### config.mk
export PLATFORM = sky130hd
export DESIGN_NAME = acq_fifo_ctrl
export DESIGN_NICKNAME = d
export VERILOG_FILES = /design/src/rtl/acq_fifo_ctrl.sv
export SDC_FILE = /design/constraint.sdc
export NUM_CORES = 1
export LEC_CHECK = 0
export ABC_AREA = 1
export CAP_MARGIN = 20
export CORE_UTILIZATION = 35
export CTS_BUF_LIST = sky130_fd_sc_hd__clkbuf_4 sky130_fd_sc_hd__clkbuf_8
export DETAILED_ROUTE_END_ITERATION = 8
export DONT_BUFFER_PORTS = 1
export PLACE_DENSITY_LB_ADDON = 0.15
export SYNTH_ARGS = -nofsm -noshare
export SYNTH_HDL_FRONTEND = slang
export SYNTH_SLANG_ARGS = --single-unit
### constraint.sdc
create_clock -name g_clk -period 5.2 [get_ports g_clk]
set_input_delay 1.04 -clock g_clk [delete_from_list [all_inputs] [get_ports g_clk]]
set_output_delay 1.04 -clock g_clk [all_outputs]
set_load 0.01 [all_outputs]
### src/rtl/acq_fifo_ctrl.sv
`default_nettype none
// ============================================================================
// Module   : acq_fifo_ctrl
// Purpose  : Capture-FIFO acquisition controller: hardware srst/settle
//            sequencing, bounded capture window, overflow tracking and
//            block-granular pipe-out ready.
// Revision : 1.0  initial release
// ============================================================================
module acq_fifo_ctrl #(
    parameter int DATASIZE      = 8,
    parameter int COUNTSIZE     = 32,
    parameter int WCNTSIZE      = 18,
    parameter int RCNTSIZE      = 16,
    parameter int FIFO_WDEPTH   = 131072,
    parameter int HEADROOM      = 128,
    parameter int RST_CYCLES    = 4,
    parameter int SETTLE_CYCLES = 30,
    parameter int BLOCK_WORDS   = 256
) (
    input  logic                 g_clk,
    input  logic                 g_rst,
    input  logic                 g_start,
    input  logic                 g_stop,
    input  logic [COUNTSIZE-1:0] g_n_samples,
    input  logic                 g_valid,
    input  logic [DATASIZE-1:0]  g_din,
    input  logic [WCNTSIZE-1:0]  g_wr_count,
    input  logic [RCNTSIZE-1:0]  g_rd_count,
    output logic                 g_fifo_srst,
    output logic                 g_fifo_wren,
    output logic [DATASIZE-1:0]  g_fifo_din,
    output logic                 g_pipe_ready,
    output logic [2:0]           g_state,
    output logic [COUNTSIZE-1:0] g_captured,
    output logic [15:0]          g_dropped,
    output logic                 g_overflow,
    output logic                 g_done
);

    localparam logic [2:0] S_IDLE    = 3'd0;
    localparam logic [2:0] S_FLUSH   = 3'd1;
    localparam logic [2:0] S_SETTLE  = 3'd2;
    localparam logic [2:0] S_CAPTURE = 3'd3;
    localparam logic [2:0] S_DONE    = 3'd4;

    localparam logic [WCNTSIZE:0]    C_ROOM_LIMIT = (WCNTSIZE+1)'(FIFO_WDEPTH - HEADROOM);
    localparam logic [RCNTSIZE:0]    C_BLOCK_LIM  = (RCNTSIZE+1)'(BLOCK_WORDS);
    localparam logic [15:0]          C_FLUSH_LAST = 16'(RST_CYCLES - 1);
    localparam logic [15:0]          C_SETTLE_LAST = 16'(SETTLE_CYCLES - 1);
    localparam logic [COUNTSIZE-1:0] C_CAP_MAX    = '1;
    localparam logic [COUNTSIZE-1:0] C_CAP_ONE    = COUNTSIZE'(1);

    logic [2:0]           state_q, state_d;
    logic [15:0]          tmr_q, tmr_d;
    logic [COUNTSIZE-1:0] n_q, n_d;
    logic [COUNTSIZE-1:0] cap_q, cap_d;
    logic [15:0]          drop_q, drop_d;
    logic                 ovf_q, ovf_d;
    logic                 wren_q, wren_d;
    logic [DATASIZE-1:0]  din_q, din_d;
    logic                 pipe_q, pipe_d;

    logic                 w_go;
    logic                 w_room;
    logic [COUNTSIZE-1:0] w_cap_inc;

    // stop dominates a coincident start
    assign w_go      = g_start & ~g_stop;
    assign w_room    = ({1'b0, g_wr_count} < C_ROOM_LIMIT);
    assign w_cap_inc = cap_q + C_CAP_ONE;

    always_comb begin
        state_d = state_q;
        tmr_d   = tmr_q;
        n_d     = n_q;
        cap_d   = cap_q;
        drop_d  = drop_q;
        ovf_d   = ovf_q;
        wren_d  = 1'b0;
        din_d   = din_q;

        case (state_q)
            S_IDLE, S_DONE: begin
                if (w_go) begin
                    state_d = S_FLUSH;
                    tmr_d   = '0;
                    n_d     = g_n_samples;
                    cap_d   = '0;
                    drop_d  = '0;
                    ovf_d   = 1'b0;
                end
            end
            S_FLUSH: begin
                if (g_stop) begin
                    state_d = S_IDLE;
                end else if (tmr_q == C_FLUSH_LAST) begin
                    state_d = S_SETTLE;
                    tmr_d   = '0;
                end else begin
                    tmr_d = tmr_q + 16'd1;
                end
            end
            S_SETTLE: begin
                if (g_stop) begin
                    state_d = S_IDLE;
                end else if (tmr_q == C_SETTLE_LAST) begin
                    state_d = S_CAPTURE;
                    tmr_d   = '0;
                end else begin
                    tmr_d = tmr_q + 16'd1;
                end
            end
            S_CAPTURE: begin
                if (g_stop) begin
                    state_d = S_DONE;
                end else if (g_valid) begin
                    if (w_room) begin
                        wren_d = 1'b1;
                        din_d  = g_din;
                        if (cap_q != C_CAP_MAX) begin
                            cap_d = w_cap_inc;
                        end
                        if ((n_q != '0) && (w_cap_inc == n_q)) begin
                            state_d = S_DONE;
                        end
                    end else begin
                        if (drop_q != 16'hFFFF) begin
                            drop_d = drop_q + 16'd1;
                        end
                        ovf_d = 1'b1;
                    end
                end
            end
            default: state_d = S_IDLE;
        endcase

        // gated on the upcoming state so ready drops as soon as FLUSH begins
        pipe_d = ({1'b0, g_rd_count} >= C_BLOCK_LIM) &&
                 ((state_d == S_CAPTURE) || (state_d == S_DONE));
    end

    always_ff @(posedge g_clk) begin
        if (g_rst) begin
            state_q <= S_IDLE;
            tmr_q   <= '0;
            n_q     <= '0;
            cap_q   <= '0;
            drop_q  <= '0;
            ovf_q   <= 1'b0;
            wren_q  <= 1'b0;
            din_q   <= '0;
            pipe_q  <= 1'b0;
        end else begin
            state_q <= state_d;
            tmr_q   <= tmr_d;
            n_q     <= n_d;
            cap_q   <= cap_d;
            drop_q  <= drop_d;
            ovf_q   <= ovf_d;
            wren_q  <= wren_d;
            din_q   <= din_d;
            pipe_q  <= pipe_d;
        end
    end

    assign g_fifo_srst  = (state_q == S_FLUSH);
    assign g_done       = (state_q == S_DONE);
    assign g_state      = state_q;
    assign g_fifo_wren  = wren_q;
    assign g_fifo_din   = din_q;
    assign g_pipe_ready = pipe_q;
    assign g_captured   = cap_q;
    assign g_dropped    = drop_q;
    assign g_overflow   = ovf_q;

endmodule
`default_nettype wire

# Word-level counts from Yosys, hierarchy flattened

Cells that the tools add are included.
Widths: inputs -> output; s select.

Word-level logic and storage cells: 86
ROM bits: 0
Flip-flop bits (word level): 110
Output and inout port bits: 64
Bits in writable memories: 0
Memories: 0
Bits in latches: 0
Input port bits: 79

Bitwise gates (word level): 4
Order comparisons: 2
Reduce and logical (&&, ||, !) cells: 15
Shift operators: 0
Multiply operators: 0
Equality and inequality tests: 20
Muxes and demuxes: 33
Add/sub/neg operators: 3
Div/mod/pow operators: 0

Operators by type and width:

| cell                  | number |
|---|---|
| $mux 32               | 5 |
| $mux 16               | 9 |
| $pmux 32 s2           | 1 |
| $pmux 16 s3           | 1 |
| $add 16x1->16 const B | 2 |
| $add 32x1->32 const B | 1 |
| $eq 32x32->1          | 1 |
| $ne 32x32->1 const B  | 1 |
| $pmux 16 s2           | 1 |
| $reduce_bool 32->1    | 1 |
| $mux 3                | 9 |
| $lt 18x17->1 const B  | 1 |
| $ne 2x2->1 const B    | 9 |
| $eq 16x2->1 const B   | 1 |
| $eq 16x5->1 const B   | 1 |
| $ge 16x9->1 const B   | 1 |
| $ne 16x16->1 const B  | 1 |
| $pmux 3 s4            | 1 |
| $reduce_and 6->1      | 2 |
| $eq 3x2->1 const B    | 3 |
| $reduce_and 4->1      | 2 |
| $eq 3x3->1 const B    | 2 |
| $mux 1                | 5 |
| $reduce_and 5->1      | 1 |
| other kinds (12)      | 15 |

# Depth between registers and ports, before layout

Gate-level depths: netlist (run 1).

Depth after elaboration: 11
Mapped depth: 19

# Worst setup path before layout (run 1)

Ideal clock, no wire load.

Path type: input to register
From: input port g_stop
To: register drop_q[15], in the netlist g_dropped[15]
Library setup time: 0.065 ns
Required time: 5.135 ns
Stages on the path: 13
Setup slack: 2.619 ns
Arrival time: 2.516 ns
Path through: clkinv_1 nand2_1 nor2_4 o21ai_1 nor2_1 o21ai_2 nor2_4 nand4_2 nor2_2 nand2_1 nor3_1 o21ai_0 nor2_1

Longest elaborated chain between the ends: 4

RTL lines:

| element                        | RTL line | text |
|---|---|---|
| start, declared                | 23       | `input logic g_stop,` |
| $not 1->1 (no line)            | n/a      |  |
| $and 1x1->1                    | 68       | `assign w_go = g_start & ~g_stop;` |
| $ne 2x2->1 (no line)           | n/a      |  |
| $reduce_and 6->1 (no line) (*) | n/a      |  |
| end signal, assigned           | 158      | `drop_q <= drop_d;` |
| end, declared                  | 57       | `logic [15:0] drop_q, drop_d;` |

Every way passes the cells marked *; elsewhere a longest branch is shown, timed or not.
A chain may end at the register's enable or synchronous reset.

# Worst setup path in the final report (run 1)

From: input port g_stop
To: register cap_q[25], in the netlist g_captured[25]

Longest elaborated chain between the ends: 4

RTL lines:

| element                        | RTL line | text |
|---|---|---|
| $not 1->1 (no line)            | n/a      |  |
| $and 1x1->1                    | 68       |  |
| $ne 2x2->1 (no line)           | n/a      |  |
| $reduce_and 6->1 (no line) (*) | n/a      |  |
| end signal, assigned           | 157      | `cap_q <= cap_d;` |
| end, declared                  | 56       | `logic [COUNTSIZE-1:0] cap_q, cap_d;` |

Marked as above.

==> flow_summary_export.csv, run 1 <==
group,metric,value,unit
sta,tns,0,ps
placed_design,placed_area,6664,um2
placed_design,dp.final_hpwl,14450,um
sta,finalMaxSlewViolations,0,
global_route,grt_max_degree,49,
critical_path,critPathArrivalTime,3480,ps
critical_path,startpoint_type,"input port",
routing,route.detailed.drc,0,
floorplanning,start_util,35.95,%
floorplanning,fp.dieH,138.1,um
cts,cts_root_buffer,"clkbuf_8",
sta,clock.fmax,317.3,MHz
synth,ys.flop_type,"dfxtp_1",
placed_design,place_congestion,0.8983,
cts,postCtsSetupRepairBufs,0,
synth,syn_nets,1066,
routing,dr.pass1.iters,6,
routing,via_per_inst,5.002,
synth,ys_ff_latch,110,
synth,synthArstFlopShare,0,%
placed_design,pre_cts_ws,1544,ps
synth,ys_seq_area_share,33.98,%
cts,cts_tree,"yes",
synth,syn_avg_cell_area,6.592,um2
critical_path,cp_num_cells,9,
critical_path,crit_family,"simple AND/OR/NAND/NOR gates",
cts,insertion_delay,390,ps
sta,post-route-period-util,60.62,%
cells_and_area,final_common_cell,"nand2_1",
power_and_ir_drop,leakagePower,2.697,nW
worst_hold_path,min_path_cells,2,
outcome,status,"completed",
critical_path,cp_max_fo,21,
sta,rsz0062_at_grt,"no",
global_route,grt_usage,20.45,%
cts,clock_path_buffers,2,
power_and_ir_drop,ir_worst_vdd,0.1114,mV
synth,yosysTopAreaCell,"dfxtp_1",
critical_path,crit_type,"input port to flop",
global_route,grt_first_pass_wirelength,30730,um
cts,cts.clk_slew.worst_paths,110,ps
critical_path,crit_required,5530,ps
routing,drt_iter0_drc,327,
cells_and_area,syn_to_final_growth,5.773,%
cells_and_area,finalNonFillerCells,1206,
routing,drt-total-wl,19130,um
sta,setup_violations,0,
global_route,grt_pass1_vias,5667,
routing,vias,6033,
critical_path,path_cells,"clkinv_1 > nand2_1 > nor2_4 > o21ai_1 > nor2_1 > o41ai_4 > nor2_2 > a32oi_1 > nor2_1",
floorplanning,rows,49,
synth,yosysWarningCount,0,
floorplanning,dieArea,19060,um2
critical_path,critPathSlowestCell,"nor2_2",
cells_and_area,fin_area,6854,um2
synth,synthesis.area,6480,um2
cts,cts_buffers,9,
cells_and_area,nets,1056,
cells_and_area,drive_gt1_share,7.677,%
synth,synthTopCellsByArea,"dfxtp_1 (34%), nand2_1 (14%), nor2_1 (9.4%)",
critical_path,crit_path_frequent_cell,"nor2_1",
critical_path,path_buf_inv,1,
cts,htreeDepth,3,
cts,numClockSinks,110,
critical_path,max_stage_delay,750,ps
sta,finalHoldViolations,0,
floorplanning,io-pin-count,143,
synth,synth_cell_types,52,
sta,tightestPinTransition,962.4,ps
power_and_ir_drop,p_per_area,238.4,nW/um2
routing,post_drt_wl_per_cell,15.86,um
job,maxCapViolCount,0,
cts,cts_resized,0,
critical_path,critPathCaptureType,"flop",
cells_and_area,diodes,0,
placed_design,port_buffers,0,
cts,postCtsHoldBufs,0,
sta,fin_crit,3152,ps
synth,yosysTopAreaCellShare,33.98,%
global_route,grt_overflow,0,
placed_design,place_inst,1191,
sta,worst_slack,2048,ps
floorplanning,core_area,18020,um2
sta,fin_skew,7.209,ps
cells_and_area,final_cell_mix,"nand2_1 (239), nor2_1 (162), inv_1 (110), dfxtp_1 (110), nand3_1 (75)",
synth,synth-edff-count,0,
routing,ant_nets,0,
worst_hold_path,hold_path_class,"flop to flop",
critical_path,reg2reg_depth,16,
synth,syn_inst,983,
sta,slew_headroom,35.77,%
floorplanning,die_w,138.1,um
global_route,antenna_found_initial,1,
==> metrics by stage <==
stage	utilization [%]	hold slack, ps	total power, mW
4_1_cts	38.03	482.2	1.659
5_1_grt	38.03	520.2	1.716
2_1_floorplan	-	441.0	1.063
6_report	38.03	484.2	1.634
3_3_place_gp	36.97	464.8	1.107
3_5_place_dp	36.97	464.1	1.108
==> power breakdown <==
group,total (mW),leakage [nW],internal [mW],switching [mW]
combinational,0.174,1.71,0.0628,0.111
clock,0.548,0.0922,0.227,0.321
sequential,0.912,0.895,0.870,0.0419
==> sequential cells by signal, indices dropped and copies added (netlist names) <==
register,cells
g_fifo_din,8
n_q,32
g_dropped,16
tmr_q,16
g_captured,32
g_pipe_ready,1
g_fifo_wren,1
g_overflow,1
g_state,3
==> layout make-up <==
class | instances | area, um2
inverters | 115 | 431.7
clock buffers | 10 | 131.4
well taps | 229 | 286.5
multi-input cells | 735 | 3729
repair buffers | 2 | 15.01
clock inverters | 5 | 58.81
fillers | 2019 | 11170
flip-flops and latches | 110 | 2202
==> per-layer routing <==
layer / GRT usage, % / up-vias / wire length [um]
li1: - / 3184 / -
met1: 27.74 / 2686 / 8973
met2: 31.76 / 140 / 8482
met3: 5.057 / 21 / 1326
met4: 6.478 / 2 / 334
met5: 0 / - / 13
==> worst reg2reg max path: cells and delay by family (launching register included) <==
| kind | cells | cell delay (ps) |
|---|---|---|
| flip-flops | 1 | 600 |
| AO/OA/AOI/OAI | 1 | 150 |
| AND/OR/NAND/NOR | 13 | 1970 |
| adder cells (fa/ha/maj) | 1 | 290 |
| buffers and inverters | 1 | 50 |
==> cells in the mapped netlist, types with 5 or more instances <==
master      n
dfxtp_1   110
nand2_2    11
a21oi_1    53
nand3b_1   13
xor2_1      5
nor3_1     13
nor2_4      7
a32oi_1     5
nor2_2      7
o21ai_0    58
xnor2_1     5
a211oi_2   11
nand2_1   239
inv_1     110
nand3_1    75
nor4_1      5
nor2_1    162
clkbuf_1   17
nand4_1     9
a31oi_1    13
==> logic make-up after synthesis <==
kind of cell / count (synthesis) / share of synthesized area, %
xor+xnor: 14 / 2.587
fa+ha+maj: 4 / 0.7724
simple gates: 559 / 38.87
compound gates: 157 / 15.14
flops: 110 / 33.98
mux: 1 / 0.1738
buf+inv: 138 / 8.476
==> final timing paths <==
kind,end,from,slack [ps]
hold reg to reg,tmr_q[15],tmr_q[15],480
setup reg to reg,g_pipe_ready,g_captured[0],2060
setup / recovery,g_captured[25],g_stop,2050
hold / removal,tmr_q[15],tmr_q[15],480
Power figures use the tool's default switching activity.
==> run 2: changes to the inputs <==
clock period = 2.65 ns   (was 5.2 ns; I/O delays follow)
==> flow_summary_export.csv, run 2 (synthesized netlist as in run 1, its figures left out) <==
group,metric,value,unit
critical_path,crit_path_frequent_cell,"nand2_1",
critical_path,critPathArrivalTime,2660,ps
floorplanning,core_area,18020,um2
cells_and_area,postLayoutCoreUtil,40.62,%
job,maxCapViolCount,0,
cts,numClockSinks,110,
cells_and_area,drive_gt1_share,13.55,%
cells_and_area,n_fill_cell,1957,
cells_and_area,final_cell_mix,"nand2_1 (239), nor2_1 (161), inv_1 (110), dfxtp_1 (104), nand3_1 (74)",
sta,rsz0062_at_grt,"yes",
routing,drt-total-wl,19560,um
critical_path,path_cells,"buf_4 > inv_1 > nor2_4 > nand3b_1 > o21ai_1 > nand2_1 > nand2_1 > nand2_1 > nor2_1 > nand2_1 > nor2_1 > nand3_2 > nand3_1 > buf_4 > a41oi_1",
outcome,status,"completed",
critical_path,critPathCaptureType,"flop",
cts,cts_tree,"yes",
power_and_ir_drop,leakagePower,3.001,nW
critical_path,crit_type,"flop to flop",
sta,setup_violations,0,
critical_path,path_buf_inv,3,
cts,cts_root_buffer,"clkbuf_8",
sta,fin_skew,6.999,ps
sta,slew_headroom,58.24,%
critical_path,crit_family,"simple AND/OR/NAND/NOR gates",
global_route,antenna_found_initial,1,
cells_and_area,nets,1111,
floorplanning,die_w,138.1,um
cells_and_area,finalNonFillerCells,1263,
placed_design,dp.final_hpwl,14970,um
cts,cts_buffers,9,
routing,dr.pass1.iters,4,
cells_and_area,multi_input_area,3749,um2
placed_design,place_congestion,0.9201,
routing,vias,6251,
placed_design,port_buffers,0,
worst_hold_path,hold_path_class,"input port to flop",
cells_and_area,syn_to_final_growth,12.99,%
critical_path,max_stage_delay,360,ps
global_route,grt_pass1_vias,5927,
floorplanning,fp.dieH,138.1,um
cells_and_area,regArea,2210,um2
cts,htreeDepth,3,
floorplanning,dieArea,19060,um2
sta,post-route-period-util,90.23,%
floorplanning,start_util,35.95,%
cts,insertion_delay,400,ps
sta,tightestPinTransition,624.7,ps
global_route,grt_overflow,0,
power_and_ir_drop,power.total,3.227,mW
cells_and_area,final_common_cell,"nand2_1",
sta,tns,0,ps
routing,route.detailed.drc,0,
global_route,grt_usage,20.82,%
global_route,grt_max_degree,42,
critical_path,crit_required,2920,ps
critical_path,critPathSlowestCell,"dfxtp_1",
global_route,grt_first_pass_wirelength,31270,um
routing,via_per_inst,4.949,
critical_path,cp_max_fo,6,
floorplanning,rows,49,
cts,cts.clk_slew.worst_paths,120,ps
sta,finalHoldViolations,0,
routing,drt_iter0_drc,320,
cts,clock_path_buffers,2,
routing,ant_nets,0,
power_and_ir_drop,ir_worst_vdd,0.2506,mV
sta,fin_crit,2391,ps
routing,post_drt_wl_per_cell,15.49,um
sta,finalMaxSlewViolations,0,
sta,clock.fmax,418.2,MHz
placed_design,place_inst,1244,
critical_path,startpoint_type,"flop",
power_and_ir_drop,p_per_area,440.7,nW/um2
floorplanning,io-pin-count,143,
[run 2: stage by stage]
stage               cell area (um2)  hold WS [ps]  setup slack (ps)
floorplan                      6480         441.0             461.4
CTS                            7277         159.6             108.4
detailed placement             7087         462.1             135.1
finish                         7322         183.2             259.0
global placement               7087         463.4             142.4
global route                   7320         143.3            -4.939
[run 2: layer usage]
| layer | GRT usage (%) | vias up | share of wire (%) |
|---|---|---|---|
| met2 | 33.47 | 153 | 45 |
| met1 | 27.04 | 2781 | 47 |
| met4 | 4.858 | 2 | 1.1 |
| met5 | 0 | - | 0.066 |
| met3 | 6.581 | 20 | 6.8 |
| li1 | - | 3295 | - |
[run 2: report_power, final]
part / leakage (nW) / switching (mW) / internal (mW)
Clock: 0.0963 / 0.665 / 0.384
Sequential: 0.898 / 0.0620 / 1.71
Combinational: 2.01 / 0.249 / 0.159
[run 2: path summary, 6_finish.rpt]
check,startpoint,end,slack (ps),cells after the start
max,g_captured[0],g_state[0],260,15
min,g_rst,g_state[2],180,1
max reg2reg,g_captured[0],g_state[0],260,15
min reg2reg,tmr_q[15],tmr_q[15],480,2
[run 2: cell type report]
| class | instances | share of cell area [%] |
|---|---|---|
| well taps | 229 | 3.913 |
| diodes | 1 | 0.03418 |
| multi-input cells | 735 | 51.20 |
| repair buffers | 57 | 6.186 |
| inverters | 115 | 5.895 |
| flip-flops and latches | 110 | 30.18 |
| clock inverters | 6 | 0.7177 |
| clock buffers | 10 | 1.880 |
[run 2: repair_timing]
item                       in CTS  in global routing
resized for setup               0                 11
hold buffers                    0                  0
buffers inserted                0                  2
hold endpoints to repair        0                  0
setup endpoints to repair       0                 22
[run 2: worst reg2reg max path: stages, from the launching register on]
cell and delay (ps):
dfxtp_1 360, buf_4 190, inv_1 90, nor2_4 210, nand3b_1 210, o21ai_1 220
nand2_1 120, nand2_1 70, nand2_1 50, nor2_1 100, nand2_1 60, nor2_1 140
nand3_2 120, nand3_1 100, buf_4 120, a41oi_1 100
